==> src/rtl/lin_evt_pkg.sv <==
// ============================================================================
// lin_evt_pkg : shared types, status/result codes and PID parity helper
// Rev 1.0
// ============================================================================
`default_nettype none

package lin_evt_pkg;

  typedef enum logic [2:0] {
    S_IDLE      = 3'd0,
    S_EVT_HDR   = 3'd1,
    S_EVT_WAIT  = 3'd2,
    S_RES1_HDR  = 3'd3,
    S_RES1_WAIT = 3'd4,
    S_RES2_HDR  = 3'd5,
    S_RES2_WAIT = 3'd6,
    S_DONE      = 3'd7
  } state_e;

  localparam logic [1:0] c_RSP_OK   = 2'b00;
  localparam logic [1:0] c_RSP_COLL = 2'b01;
  localparam logic [1:0] c_RSP_NONE = 2'b10;

  localparam logic [1:0] c_RES_NONE     = 2'b00;
  localparam logic [1:0] c_RES_SINGLE   = 2'b01;
  localparam logic [1:0] c_RES_RESOLVED = 2'b10;
  localparam logic [1:0] c_RES_ERROR    = 2'b11;

  // Returns {P1,P0} for a 6-bit frame identifier.
  function automatic logic [1:0] pid_parity(input logic [5:0] id);
    return {~(id[1] ^ id[3] ^ id[4] ^ id[5]), id[0] ^ id[1] ^ id[2] ^ id[4]};
  endfunction

endpackage

`default_nettype wire

==> src/rtl/lin_pid_check.sv <==
// ============================================================================
// lin_pid_check : validates a publisher PID against the two associated frames
// Rev 1.0
// ============================================================================
`default_nettype none

module lin_pid_check
  import lin_evt_pkg::*;
#(
  parameter logic [5:0] UNCOND_FRAME1 = 6'h25,
  parameter logic [5:0] UNCOND_FRAME2 = 6'h26
) (
  input  logic [7:0] byte0_i,
  output logic       pid_ok_o,
  output logic [5:0] id_o
);

  logic w_par_ok;
  logic w_id_ok;

  assign id_o     = byte0_i[5:0];
  assign w_par_ok = (byte0_i[7:6] == pid_parity(byte0_i[5:0]));
  assign w_id_ok  = (byte0_i[5:0] == UNCOND_FRAME1) || (byte0_i[5:0] == UNCOND_FRAME2);
  assign pid_ok_o = w_par_ok && w_id_ok;

endmodule

`default_nettype wire

==> src/rtl/lin_evt_frame_master.sv <==
// ============================================================================
// lin_evt_frame_master : master handler for one event-triggered frame slot
// Rev 1.0
// ============================================================================
`default_nettype none

module lin_evt_frame_master
  import lin_evt_pkg::*;
#(
  parameter logic [5:0] EVT_FRAME_ID  = 6'h10,
  parameter logic [5:0] UNCOND_FRAME1 = 6'h25,
  parameter logic [5:0] UNCOND_FRAME2 = 6'h26,
  parameter int         TIMEOUT_CYC   = 1024
) (
  input  logic       clk_i,
  input  logic       reset_i,
  input  logic       evt_start_i,
  output logic       hdr_req_o,
  output logic [5:0] hdr_id_o,
  input  logic       hdr_ack_i,
  input  logic       rsp_valid_i,
  input  logic [1:0] rsp_status_i,
  input  logic [7:0] rsp_byte0_i,
  output logic       busy_o,
  output logic       done_o,
  output logic [1:0] result_o,
  output logic [5:0] src_id_o,
  output logic [1:0] resolved_mask_o,
  output logic [7:0] collision_cnt_o
);

  localparam int              TW         = (TIMEOUT_CYC > 1) ? $clog2(TIMEOUT_CYC) : 1;
  localparam logic [TW-1:0]   c_TMO_LAST = TW'(TIMEOUT_CYC - 1);

  state_e        state_q;
  logic [TW-1:0] tmo_q;
  logic          hdr_req_q, busy_q, done_q;
  logic [5:0]    hdr_id_q, src_id_q;
  logic [1:0]    result_q, mask_q;
  logic [7:0]    coll_cnt_q;

  logic          w_pid_ok;
  logic [5:0]    w_pid_id;
  logic          w_rsp;
  logic [1:0]    w_status;
  logic          w_ok;

  lin_pid_check #(
    .UNCOND_FRAME1(UNCOND_FRAME1),
    .UNCOND_FRAME2(UNCOND_FRAME2)
  ) u_pid_check (
    .byte0_i (rsp_byte0_i),
    .pid_ok_o(w_pid_ok),
    .id_o    (w_pid_id)
  );

  // An expired wait is handled exactly like a "no response" status.
  assign w_rsp    = rsp_valid_i || (tmo_q == c_TMO_LAST);
  assign w_status = rsp_valid_i ? rsp_status_i : c_RSP_NONE;
  assign w_ok     = (w_status == c_RSP_OK);

  always_ff @(posedge clk_i) begin
    if (reset_i) begin
      state_q    <= S_IDLE;
      tmo_q      <= '0;
      hdr_req_q  <= 1'b0;
      hdr_id_q   <= 6'd0;
      busy_q     <= 1'b0;
      done_q     <= 1'b0;
      result_q   <= c_RES_NONE;
      src_id_q   <= 6'd0;
      mask_q     <= 2'b00;
      coll_cnt_q <= 8'd0;
    end else begin
      done_q <= 1'b0;
      unique case (state_q)
        S_IDLE: begin
          if (evt_start_i) begin
            state_q   <= S_EVT_HDR;
            hdr_req_q <= 1'b1;
            hdr_id_q  <= EVT_FRAME_ID;
            busy_q    <= 1'b1;
            result_q  <= c_RES_NONE;
            src_id_q  <= 6'd0;
            mask_q    <= 2'b00;
          end
        end
        S_EVT_HDR, S_RES1_HDR, S_RES2_HDR: begin
          tmo_q <= '0;
          if (hdr_ack_i) begin
            hdr_req_q <= 1'b0;
            hdr_id_q  <= 6'd0;
            state_q   <= (state_q == S_EVT_HDR)  ? S_EVT_WAIT  :
                         (state_q == S_RES1_HDR) ? S_RES1_WAIT : S_RES2_WAIT;
          end
        end
        S_EVT_WAIT: begin
          tmo_q <= tmo_q + 1'b1;
          if (w_rsp) begin
            if (w_status == c_RSP_COLL) begin
              if (coll_cnt_q != 8'hFF) coll_cnt_q <= coll_cnt_q + 8'd1;
              state_q   <= S_RES1_HDR;
              hdr_req_q <= 1'b1;
              hdr_id_q  <= UNCOND_FRAME1;
            end else begin
              state_q <= S_DONE;
              done_q  <= 1'b1;
              if (!w_ok) begin
                result_q <= c_RES_NONE;
              end else if (w_pid_ok) begin
                result_q <= c_RES_SINGLE;
                src_id_q <= w_pid_id;
              end else begin
                result_q <= c_RES_ERROR;
              end
            end
          end
        end
        S_RES1_WAIT: begin
          tmo_q <= tmo_q + 1'b1;
          if (w_rsp) begin
            mask_q[0] <= w_ok;
            state_q   <= S_RES2_HDR;
            hdr_req_q <= 1'b1;
            hdr_id_q  <= UNCOND_FRAME2;
          end
        end
        S_RES2_WAIT: begin
          tmo_q <= tmo_q + 1'b1;
          if (w_rsp) begin
            mask_q[1] <= w_ok;
            result_q  <= (w_ok || mask_q[0]) ? c_RES_RESOLVED : c_RES_ERROR;
            state_q   <= S_DONE;
            done_q    <= 1'b1;
          end
        end
        S_DONE: begin
          state_q <= S_IDLE;
          busy_q  <= 1'b0;
        end
        default: state_q <= S_IDLE;
      endcase
    end
  end

  assign hdr_req_o       = hdr_req_q;
  assign hdr_id_o        = hdr_id_q;
  assign busy_o          = busy_q;
  assign done_o          = done_q;
  assign result_o        = result_q;
  assign src_id_o        = src_id_q;
  assign resolved_mask_o = mask_q;
  assign collision_cnt_o = coll_cnt_q;

endmodule

`default_nettype wire

==> config.mk <==
export PLATFORM = sky130hd
export DESIGN_NAME = lin_evt_frame_master
export DESIGN_NICKNAME = d
export VERILOG_FILES = /design/src/rtl/lin_evt_pkg.sv /design/src/rtl/lin_pid_check.sv /design/src/rtl/lin_evt_frame_master.sv
export SDC_FILE = /design/constraint.sdc
export NUM_CORES = 1
export LEC_CHECK = 0
export BUFFER_PORTS_ARGS = -buffer_cell sky130_fd_sc_hd__clkbuf_2
export CORE_MARGIN = 10
export CORE_UTILIZATION = 57
export CTS_BUF_LIST = sky130_fd_sc_hd__clkbuf_4 sky130_fd_sc_hd__clkbuf_8
export DETAILED_ROUTE_END_ITERATION = 16
export PLACE_DENSITY = 0.82
export SETUP_SLACK_MARGIN = 0.5
export SLEW_MARGIN = 20
export SYNTH_ARGS = -nofsm -noshare
export SYNTH_HDL_FRONTEND = slang
export SYNTH_SLANG_ARGS = --single-unit
==> constraint.sdc <==
create_clock -name clk_i -period 2.7 [get_ports clk_i]
set_input_delay 0.135 -clock clk_i [delete_from_list [all_inputs] [get_ports clk_i]]
set_output_delay 0.135 -clock clk_i [all_outputs]
set_load 0.01 [all_outputs]
Word level (Yosys, flattened, before mapping)
Index checks and enable logic that the tools add are counted.

Bitwise gates (word level): 7. Reductions and logical operators: 23. Add/subtract/negate cells: 2. Multiplexer cells: 45. Eq/ne operators: 22.

Operators with widths (count): $mux 6 (10); $pmux 6 s4 (1); $mux 3 (7); $pmux 10 s2 (1); $pmux 3 s6 (1); $mux 2 (8); $ne 2x2->1 const B (8); $eq 3x3->1 const B (4); $eq 6x6->1 const B (2); $pmux 6 s2 (1); $reduce_and 6->1 (2); $add 10x1->10 const B (1); $eq 10x10->1 const B (1); $mux 1 (10); $reduce_and 5->1 (2); $reduce_bool 2->1 (5); $add 8x1->8 const B (1); $ne 8x8->1 const B (1); $pmux 1 s2 (4); $eq 3x2->1 const B (2); $pmux 2 s3 (1); $reduce_and 3->1 (2); $reduce_or 3->1 (2); $xor 1x1->1 (6); 14 further kinds (16).

Logic and storage cells: 110. Output and inout bits: 27. Register bits: 40. Input port bits: 15.

Depth between registers and ports, before layout
Gate-level depths: netlist (run 1).

Depth after elaboration: 11. Gate-level depth with buffers: 9. Depth with buffers taken out: 7.

By module
Synthesis (run 1) repeated with hierarchy kept, for this count alone.

Cells, all modules: 262. Area, all modules: 2188.3 µm².

Modules (own cells, without submodules): lin_evt_frame_master (sequential area each 760.7 µm², times used 1, area an instance 2072.0 µm², cells each 247); lin_pid_check (sequential area each 0.0 µm², times used 1, area an instance 116.4 µm², cells each 15).

Worst setup path after synthesis (run 1)
Ideal clock, no wire load.

Path type: register to register. Start: register state_q[0]. End: register hdr_req_q (netlist: hdr_req_o). Stages on the path, launching flop included: 9. Buffers on the path: 1. Required time: 2.579 ns. Arrival: 1.772 ns. Slack: 0.807 ns. Setup time: 0.121 ns. Clock period less this slack: 1.893 ns. Cells stage by stage: dfxtp_1 -> inv_1 -> ha_1 -> buf_4 -> nand2b_1 -> a21oi_2 -> nor4_4 -> a21oi_2 -> mux2_4.

Cells in the longest elaborated chain, start to end: 4. Elaborated cells between the ends (all ways): 15. Those cells by class: 10 x eq/ne; 1 x mux; 4 x reduce/logical.

RTL lines: from (decl) (RTL line lin_evt_frame_master.sv:35) `state_e state_q;`; from (signal assigned) (RTL line lin_evt_frame_master.sv:93) `state_q <= (state_q == S_EVT_HDR) ? S_EVT_WAIT :`; $eq 3x1->1, or another cell as far along (RTL line lin_evt_frame_master.sv:76) `unique case (state_q)`; $reduce_or 3->1 (RTL line lin_evt_frame_master.sv:76); $reduce_bool 4->1 (no line) or $ne 2x2->1 (tied branches); $reduce_and 6->1 (no line); to (signal assigned) (RTL line lin_evt_frame_master.sv:80) `hdr_req_q <= 1'b1;`; to (signal assigned) (RTL line lin_evt_frame_master.sv:91) `hdr_req_q <= 1'b0;`; to (signal assigned) (RTL line lin_evt_frame_master.sv:103) `hdr_req_q <= 1'b1;`; to (decl) (RTL line lin_evt_frame_master.sv:37) `logic hdr_req_q, busy_q, done_q;`.

Several ways; a longest one is shown, not always the timed one. A chain may end at the register's enable or synchronous reset.

Worst setup path after layout (run 1)
Start: register state_q[1]. End: register hdr_req_q (netlist: hdr_req_o).

The elaborated chain is that of the path after synthesis.

==> impl_metrics.json, run 1 <==
{
  "ys_ff_latch": 38,
  "cp-start-kind": "flip-flop",
  "detail-route-antenna-nets": 0,
  "clockRootBuffer": "clkbuf_8",
  "htreeDepth": 2,
  "wl_per_cell_um": 14.67,
  "yosysWarnings": 0,
  "finalHoldViolCount": 0,
  "area_growth_pct": 15.99,
  "cts_buffers": 5,
  "post-dp-hpwl_um": 3630,
  "nNetsFinal": 298,
  "cts_buffer_depth": 2,
  "finalSetupViolCount": 0,
  "p_leak_nw": 1.010,
  "async_flop_share_pct": 0,
  "maxCapViolations": 0,
  "layout.cells.most_common": "clkbuf_2",
  "syn-num-nets": 262,
  "cts_hold_buffers": 0,
  "diodes": 0,
  "start_util_pct": 58.78,
  "min_from": "rsp_status_i[1]",
  "yosysSeqAreaShare_pct": 35.35,
  "muxShareOfSynthArea_pct": 3.023,
  "n_fill_cell": 310,
  "grt_usage_pct": 14.73,
  "crit_start": "state_q[1]",
  "reg2regPathDepth": 7,
  "die_w_um": 81.45,
  "peakVddDrop_mv": 0.4228,
  "setup_ws_ns": 0.6477,
  "antenna_found_initial": 0,
  "cts.sinks": 38,
  "slew_violations": 0,
  "fin_crit_ns": 2.052,
  "place_ws_ns": 0.6077,
  "worst_slew_pin_slew_ns": 0.5459,
  "io_buffer_count": 40,
  "synth_top_family_by_area": "simple AND/OR/NAND/NOR gates",
  "drc": 0,
  "final_cell_mix": "clkbuf_2 (40), dfxtp_1 (38), nor2_1 (19)",
  "synth_enable_flop_cells": 0,
  "grt_pass1_wl_um": 7838,
  "r2r-start": "state_q[1]",
  "ys.flop_type": "dfxtp_1",
  "cellPowerDensity_mw_per_mm2": 824.1,
  "outcome": "complete, no violations",
  "slew-limit-headroom_pct": 63.27,
  "final.setup_skew_ns": 0.004716,
  "core-area_mm2": 0.003661,
  "setup_tns_ns": 0,
  "routed_wirelength_um": 4740,
  "worstSkewPairLatency_ns": 0.30,
  "fmax_ghz": 0.4873,
  "io_pins": 42,
  "worstSetupPathType": "flip-flop to flip-flop",
  "fin_crit_sh_pct": 76.01,
  "reg2reg_slack_ns": 0.65,
  "path_clk_slew_ns": 0.08,
  "worstPathRequired_ns": 2.89,
  "synth_compound_area_share_pct": 18.72,
  "rsz0062_at_grt": "false",
  "synth_xor_area_share_pct": 2.849,
  "fp.dieH_um": 81.45,
  "rows": 22,
  "grt_start_max_net_pins": 27,
  "drtIter0Drc": 115,
  "synth_cell_types": 57,
  "grt_pass1_vias": 1737,
  "syn_inst": 238,
  "die-area_mm2": 0.006633,
  "viasPerCell": 5.656,
  "vias": 1827,
  "multi_input_area_mm2": 0.001300,
  "syn_area_mm2": 0.002152,
  "first_pass_iters": 4,
  "power_w": 0.002057,
  "drive_above_1_share_pct": 26.91,
  "hold-worst-slack_ns": 0.2107,
  "avgSynthCellArea_um2": 9.042,
  "overflow": 0,
  "hold_class": "primary input to flip-flop",
  "cts_tree": "done",
  "path_max_fanout": 10,
  "yosys.area_share.simple_pct": 30.00,
  "seq_area_um2": 760.7,
  "crit_end": "hdr_req_o",
  "synthAdderAreaFrac_pct": 5.233,
  "cp-end-kind": "flip-flop",
  "arrival_ns": 2.24,
  "fin_util_pct": 68.18,
  "gp_congestion": 0.8348,
  "r2r_end": "hdr_req_o"
}
-- cell families (layout without fill, tap and decap cells) --
kind of cell | after synthesis | count (layout)
other cells | 1 | 1
buf+inv | 19 | 56
xor+xnor | 7 | 7
compound gates | 56 | 56
fa+ha+maj | 9 | 9
mux | 6 | 6
flops | 38 | 38
simple gates | 102 | 102
-- cell type report --
class | count | area share [%]
clock buffers | 5 | 2.757
clock inverters | 3 | 2.757
flip-flops and latches | 38 | 30.48
repair buffers | 42 | 8.622
well taps | 48 | 2.406
multi-input cells | 181 | 52.08
inverters | 6 | 0.9023
-- per-stage QoR --
step | std cells | area (µm²)
finish | 323 | 2496
global route | 323 | 2496
CTS | 323 | 2487
detailed placement | 315 | 2350
global placement | 315 | 2350
floorplan | 238 | 2152
-- flip-flops by register name (all words and copies together), names as in the netlist --
name	cells
state_q	3
done_o	1
busy_o	1
collision_cnt_o	8
hdr_req_o	1
src_id_o	6
hdr_id_o	4
resolved_mask_o	2
result_o	2
tmo_q	10
-- worst min-delay path by stage --
stage | to | slack, ns | depth (start not counted)
finish | resolved_mask_o[0] | 0.21 | 4
global route | resolved_mask_o[0] | 0.23 | 4
CTS | busy_o | 0.20 | 3
detailed placement | busy_o | 0.46 | 2
global placement | busy_o | 0.45 | 2
floorplan | busy_o | 0.34 | 2
-- what timing repair did --
action,4_1_cts,5_1_grt
gates resized for setup,0,3
endpoints found under the setup margin,0,12
setup buffers,0,0
-- Yosys cell counts, drive strengths merged, types with 6 or more instances --
master / instances / share of area [%]
nor2: 19 / 3.3
nand3: 9 / 2.1
ha: 9 / 5.2
inv: 6 / 1.0
a21oi: 17 / 4.3
nand2: 14 / 2.6
o21ai: 16 / 3.7
dfxtp: 38 / 35
or3: 7 / 2.0
nand2b: 12 / 3.8
buf: 8 / 2.7
xor2: 6 / 2.4
nor3: 9 / 2.3
-- layer usage --
metal  wire (µm)  track usage (%)  vias to the layer above  share of wire, %
li1            -                -                      928                 -
met1        2171            16.76                      850                46
met2        2137            24.09                       40                45
met3         343            5.568                        9               7.2
met4          87            6.574                        0               1.8
met5           0                0                        -                 0
-- where the power goes --
group          total (W)  switching, W  internal, W
Sequential      0.000681     0.0000650     0.000616
Combinational   0.000797      0.000469     0.000328
Clock           0.000580      0.000210     0.000370
Total            0.00206      0.000744      0.00131
-- worst max-delay path, stage by stage, from the launching register on --
cell and delay, ns:
dfxtp_1 0.37, inv_1 0.13, ha_2 0.31, nand2b_1 0.12, a21oi_2 0.38, nor4_4 0.12, a21oi_2 0.21, mux2_4 0.31
Power figures use the tool's default switching activity.
==> run 2, diff against run 1 <==
ABC_AREA = 1   (was default)
clock period = 1.95 ns   (was 2.7 ns; I/O delays follow)
==> run 2 against run 1 <==
Sequential cell count unchanged. Clock skew up 0.0063 ns. Worst hold slack lost 0.090 ns. Register-to-register slack worse by 0.32 ns. Wire length increased by 36%. Setup slack got worse by 0.32 ns. Non-clock buffer count increased by 22. Critical endpoint is now state_q[2]. Largest cell class unchanged.
==> impl_metrics.json, run 2 <==
{
  "grt_start_max_net_pins": 21,
  "diodes": 0,
  "first_pass_iters": 4,
  "fmax_ghz": 0.6180,
  "post-dp-hpwl_um": 3928,
  "fin_crit_ns": 1.618,
  "synth_cell_types": 39,
  "viasPerCell": 5.440,
  "synth_area_leader_cell": "dfxtp_1",
  "async_flop_share_pct": 0,
  "drive_above_1_share_pct": 44.06,
  "hold_class": "primary input to flip-flop",
  "drc": 0,
  "detail-route-antenna-nets": 0,
  "dpl.cell_count": 397,
  "slowest_delay_ns": 0.37,
  "worst_slew_pin_slew_ns": 0.5584,
  "cp_num_buf_inv": 2,
  "finish.instance_area_mm2": 0.003035,
  "vias": 2323,
  "start_util_pct": 59.53,
  "cp-end-kind": "flip-flop",
  "fp.dieH_um": 82.30,
  "ys_top_cells_by_area": "dfxtp_1 (34%), nand2_1 (13%), a21oi_1 (6.3%)",
  "worstSetupPathType": "flip-flop to flip-flop",
  "clockRootBuffer": "clkbuf_8",
  "htreeDepth": 2,
  "die_w_um": 82.30,
  "routed_wirelength_um": 6439,
  "cts.sinks": 38,
  "cp-start-kind": "flip-flop",
  "path_clk_slew_ns": 0.08,
  "placed_area_mm2": 0.002474,
  "grt_usage_pct": 16.81,
  "area_growth_pct": 37.22,
  "ys.flop_type": "dfxtp_1",
  "cts_tree": "done",
  "cts_buffers": 5,
  "synth.top_cell.area_share_pct": 34.39,
  "layout.cells.non_filler": 427,
  "largest_register": "tmo_q",
  "slew-limit-headroom_pct": 62.77,
  "antenna_found_initial": 0,
  "cp_top_family": "compound AO/OA/AOI/OAI gates",
  "outcome": "complete, no violations",
  "arrival_ns": 1.83,
  "layout.cells.most_common": "nand2_1",
  "syn_inst": 312,
  "worstPathRequired_ns": 2.16,
  "final.setup_skew_ns": 0.01105,
  "grt_pass1_vias": 2133,
  "nNetsFinal": 402,
  "setup_tns_ns": 0,
  "largest_reg_flops": 10,
  "slew_violations": 0,
  "peakVddDrop_mv": 0.8824,
  "crit_chain": "buf_4 > ha_4 > a21oi_4 > o21ai_4 > inv_2 > nand3_1 > a21oi_2",
  "io_pins": 42,
  "overflow": 0,
  "core-area_mm2": 0.003716,
  "synth_enable_flop_cells": 0,
  "ys_ff_latch": 38,
  "io_buffer_count": 40,
  "cellPowerDensity_mw_per_mm2": 1281,
  "synth_common_cells": "nand2_1 (79), dfxtp_1 (38), inv_1 (29), nor2_1 (29), a21oi_1 (28)",
  "avgSynthCellArea_um2": 7.090,
  "rows": 22,
  "syn-num-nets": 336,
  "die-area_mm2": 0.006772,
  "yosysSeqAreaShare_pct": 34.39,
  "maxCapViolations": 0,
  "syn_area_mm2": 0.002212,
  "finalHoldViolCount": 0,
  "slowest_stage": "dfxtp_4",
  "finalSetupViolCount": 0,
  "yosysWarnings": 0,
  "wl_per_cell_um": 15.08,
  "cts_buffer_depth": 2,
  "worstSkewPairLatency_ns": 0.30,
  "rsz0062_at_grt": "true",
  "fin_crit_sh_pct": 82.99,
  "power_w": 0.003890,
  "yosysMostFrequentCell": "nand2_1",
  "gp_congestion": 0.9174,
  "drtIter0Drc": 165,
  "final_cell_mix": "nand2_1 (63), clkbuf_2 (40), dfxtp_1 (31)",
  "path_max_fanout": 4,
  "p_leak_nw": 1.319,
  "grt_pass1_wl_um": 9066,
  "fin_util_pct": 81.68
}
-- run 2: metrics by stage --
| step | setup slack [ns] | hold slack, ns |
|---|---|---|
| floorplan | 0.5101 | 0.2805 |
| global placement | 0.3703 | 0.4227 |
| detailed placement | 0.3421 | 0.4259 |
| CTS | 0.4883 | 0.1030 |
| global route | 0.3101 | 0.1577 |
| finish | 0.3318 | 0.1207 |
-- run 2: cell families after synthesis --
group	Yosys count	synth area share (%)
compound gates	46	11.93
xor+xnor	2	0.7920
fa+ha+maj	9	5.091
buf+inv	45	8.766
flops	38	34.39
other cells	1	0.1695
simple gates	171	38.86
-- run 2: routing by layer --
layer  vias up  global-route usage (%)  routed length (µm)
met5         -                       0                   0
met4         0                   7.143                 241
met3        24                   4.320                 400
met2        78                   30.95                3252
met1      1093                   17.62                2545
li1       1128                       -                   -
-- run 2: area by class of cell --
| type | count | area (µm²) |
|---|---|---|
| Timing Repair Buffer | 64 | 391.6 |
| Sequential cell | 38 | 782.0 |
| Clock inverter | 1 | 5.005 |
| Multi-Input combinational cell | 229 | 1521 |
| Timing Repair inverter | 1 | 6.256 |
| Tap cell | 48 | 60.06 |
| Clock buffer | 7 | 90.09 |
| Inverter | 39 | 178.9 |
| Fill cell | 218 | 680.7 |
-- run 2: path summary, 6_finish.rpt --
path | start | end | slack [ns] | depth (start not counted)
max reg2reg | state_q[0] | state_q[2] | 0.33 | 7
max | state_q[0] | state_q[2] | 0.33 | 7
min reg2reg | src_id_o[4] | src_id_o[4] | 0.44 | 2
min | rsp_status_i[1] | resolved_mask_o[1] | 0.12 | 4
-- run 2: worst reg2reg max path, cell delays in order, from the launching register on --
cell,delay [ns]
dfxtp_4,0.37
buf_4,0.14
ha_4,0.16
a21oi_4,0.25
o21ai_4,0.13
inv_2,0.14
nand3_1,0.16
a21oi_2,0.19
-- run 2: report_power, final --
part	internal, W	switching, W	total (W)
Combinational	0.000905	0.00139	0.00230
Clock	0.000299	0.000283	0.000582
Sequential	0.000898	0.000109	0.00101
-- run 2: repair_timing --
action                                  in CTS  in global routing
resized for setup                           34                 55
endpoints found under the setup margin      30                 34
buffers inserted                             9                 12
pin swaps                                   19                 22
cloned                                       1                  0
endpoints found under the hold margin        0                  0
hold buffers                                 0                  0
==> run 3, diff against run 2 <==
ABC_AREA = 0   (was 1)
CORE_UTILIZATION = 51   (was 57)
PLACE_DENSITY = 0.78   (was 0.82)
clock period = 1.4 ns   (was 1.95 ns; I/O delays follow)
==> run 3 against run 2 <==
The run now ends with negative setup slack left. Register-to-register slack got worse by 0.93 ns. Clock skew decreased by 0.00072 ns. Via count increased by 14%. Cell area increased by 20%. Sequential share of layout area decreased by 4.2 points. Setup slack got worse by 0.93 ns. Critical path depth increased by 1. Wire length increased by 55%. Largest cell class unchanged. Total power increased by 54%. Worst hold slack improved by 0.012 ns. Core utilization increased by 9.1 points. Non-clock buffer count increased by 55.
==> impl_metrics.json, run 3 (synthesis results as in run 1) <==
{
  "outcome": "finished with violations",
  "violations": "negative setup slack",
  "seq_area_um2": 788.3,
  "p_comb_share_pct": 61.3,
  "area_growth_pct": 69.88,
  "cp_top_family": "simple AND/OR/NAND/NOR gates",
  "fin_crit_sh_pct": 143.0,
  "finalSetupViolCount": 37,
  "clock_power_share_pct": 16.5,
  "slew-limit-headroom_pct": 62.23,
  "reg2regPathDepth": 8,
  "slew_violations": 0,
  "grt_pass1_wl_um": 12200,
  "gp_congestion": 0.9002,
  "worstSkewPairLatency_ns": 0.30,
  "cp-start-kind": "flip-flop",
  "crit_start": "state_q[1]",
  "core-area_mm2": 0.004029,
  "rows": 23,
  "largest_reg_flops": 10,
  "worst_slew_pin_slew_ns": 0.5618,
  "p_leak_nw": 1.533,
  "start_util_pct": 53.42,
  "final_cell_mix": "buf_4 (48), clkbuf_2 (33), buf_6 (29)",
  "layout.cells.most_common": "buf_4",
  "reg2reg_slack_ns": -0.60,
  "final.setup_skew_ns": 0.01032,
  "largest_register": "tmo_q",
  "post-dp-hpwl_um": 4449,
  "r2r_end": "hdr_id_o[1]",
  "r2r-start": "state_q[1]",
  "place_ws_ns": -0.3977,
  "grt_start_max_net_pins": 33,
  "detail-route-antenna-nets": 0,
  "first_pass_iters": 5,
  "p_int_w": 0.003524,
  "multi_input_area_mm2": 0.001663,
  "slowest_delay_ns": 0.39,
  "slowest_stage": "nor4_4",
  "wl_per_cell_um": 24.84,
  "hold_class": "primary input to flip-flop",
  "fmax_ghz": 0.4994,
  "drc": 0,
  "cp-end-kind": "flip-flop",
  "cts_hold_buffers": 0,
  "setup_ws_ns": -0.6022,
  "vias": 2643,
  "fin_crit_ns": 2.002,
  "cellPowerDensity_mw_per_mm2": 1636,
  "arrival_ns": 2.17,
  "cts_tree": "done",
  "finalHoldViolCount": 0,
  "power_w": 0.005980,
  "worstPathRequired_ns": 1.57,
  "peakVddDrop_mv": 1.088,
  "netSwitchingFraction_pct": 41.07,
  "die_w_um": 84.96,
  "path_depth": 8,
  "drtIter0Drc": 308,
  "routed_wirelength_um": 9987,
  "drive_above_1_share_pct": 61.36,
  "io_pins": 42,
  "htreeDepth": 2,
  "antenna_found_initial": 0,
  "cts_buffer_depth": 2,
  "nNetsFinal": 375,
  "n_fill_cell": 153,
  "clockRootBuffer": "clkbuf_8",
  "crit_chain": "inv_4 > buf_12 > ha_4 > and2b_4 > nor4_4 > buf_4 > a21o_1 > o32ai_2",
  "crit_end": "hdr_id_o[1]",
  "grt_pass1_vias": 2389,
  "worstSetupPathType": "flip-flop to flip-flop",
  "die-area_mm2": 0.007218,
  "rsz0062_at_grt": "true",
  "io_buffer_count": 40,
  "cts_buffers": 5,
  "maxCapViolations": 0,
  "power_frac_seq_pct": 22.2,
  "viasPerCell": 6.575,
  "path_max_fanout": 4,
  "overflow": 0,
  "path_clk_slew_ns": 0.08,
  "layout.cells.non_filler": 402,
  "fp.dieH_um": 84.96,
  "dpl.cell_count": 375,
  "switching_power_w": 0.002456,
  "grt_usage_pct": 20.30,
  "diodes": 0,
  "cts.sinks": 38,
  "cp_num_buf_inv": 3
}
-- run 3: cell types whose count changed in the layout (fill, tap and decap cells not counted), sizes merged, moves of 5 or more --
cell    previous run  this run
xor2               0         6
or3                0         7
inv               39         6
buf               24        85
nor2              39        19
nand2b             0        12
clkbuf            47        41
nand2             92        14
mux2i              0         5
nand3             25         9
a21oi             30        17
a31oi              0         5
o211ai             0         5
-- run 3: worst min-delay path by stage --
stage,start,to,cells after the start
floorplan,evt_start_i,busy_o,2
finish,reset_i,hdr_id_o[4],3
global route,reset_i,hdr_id_o[4],3
global placement,reset_i,hdr_id_o[4],3
detailed placement,reset_i,hdr_id_o[4],3
CTS,reset_i,hdr_id_o[4],3
-- run 3: final cells by class --
| cell class | count | area share [%] |
|---|---|---|
| multi-input combinational | 181 | 45.48 |
| clock buffer | 7 | 2.293 |
| clock inverter | 1 | 0.8214 |
| tap | 50 | 1.711 |
| timing repair buffer | 119 | 27.24 |
| inverter | 6 | 0.8898 |
| sequential | 38 | 21.56 |
-- run 3: worst reg2reg max path: cells and delay by family (launching register included) --
family	cells	cell delay (ns)
flip-flops	1	0.38
adder cells (fa/ha/maj)	1	0.17
buffers and inverters	3	0.39
AND/OR/NAND/NOR	2	0.59
AO/OA/AOI/OAI	2	0.35
-- run 3: what timing repair did --
action / 4_1_cts / 5_1_grt
setup buffers: 13 / 6
pin swaps: 31 / 33
resized for setup: 62 / 50
setup endpoints to repair: 45 / 47
-- run 3: metal layers --
layer / global-route usage (%) / share of wire, % / wire (µm)
met5: 0 / 0 / 0
met4: 6.886 / 9.4 / 934
met3: 5.545 / 11 / 1079
met2: 37.40 / 48 / 4784
met1: 21.54 / 32 / 3188
-- run 3: per-stage QoR --
| step | area [µm²] | TNS (ns) | util [%] | hold WS [ns] |
|---|---|---|---|---|
| 3_5_place_dp | 2922 | -9.200 | 72.52 | 0.4249 |
| 6_report | 3656 | -12.12 | 90.75 | 0.1326 |
| 5_1_grt | 3656 | -13.57 | 90.75 | 0.1609 |
| 2_1_floorplan | 2285 | -4.925 | - | 0.2786 |
| 3_3_place_gp | 2922 | -7.516 | 72.52 | 0.4200 |
| 4_1_cts | 3426 | -7.394 | 85.03 | 0.1225 |
-- run 3: power by group through the flow --
stage	clock [W]	sequential [W]	combinational, W
6_report	0.000985	0.00133	0.00367
5_1_grt	0.00101	0.00134	0.00375
4_1_cts	0.000973	0.00131	0.00284
3_5_place_dp	0	0.00133	0.00228
3_3_place_gp	0	0.00132	0.00221
2_1_floorplan	0	0.00138	0.00139
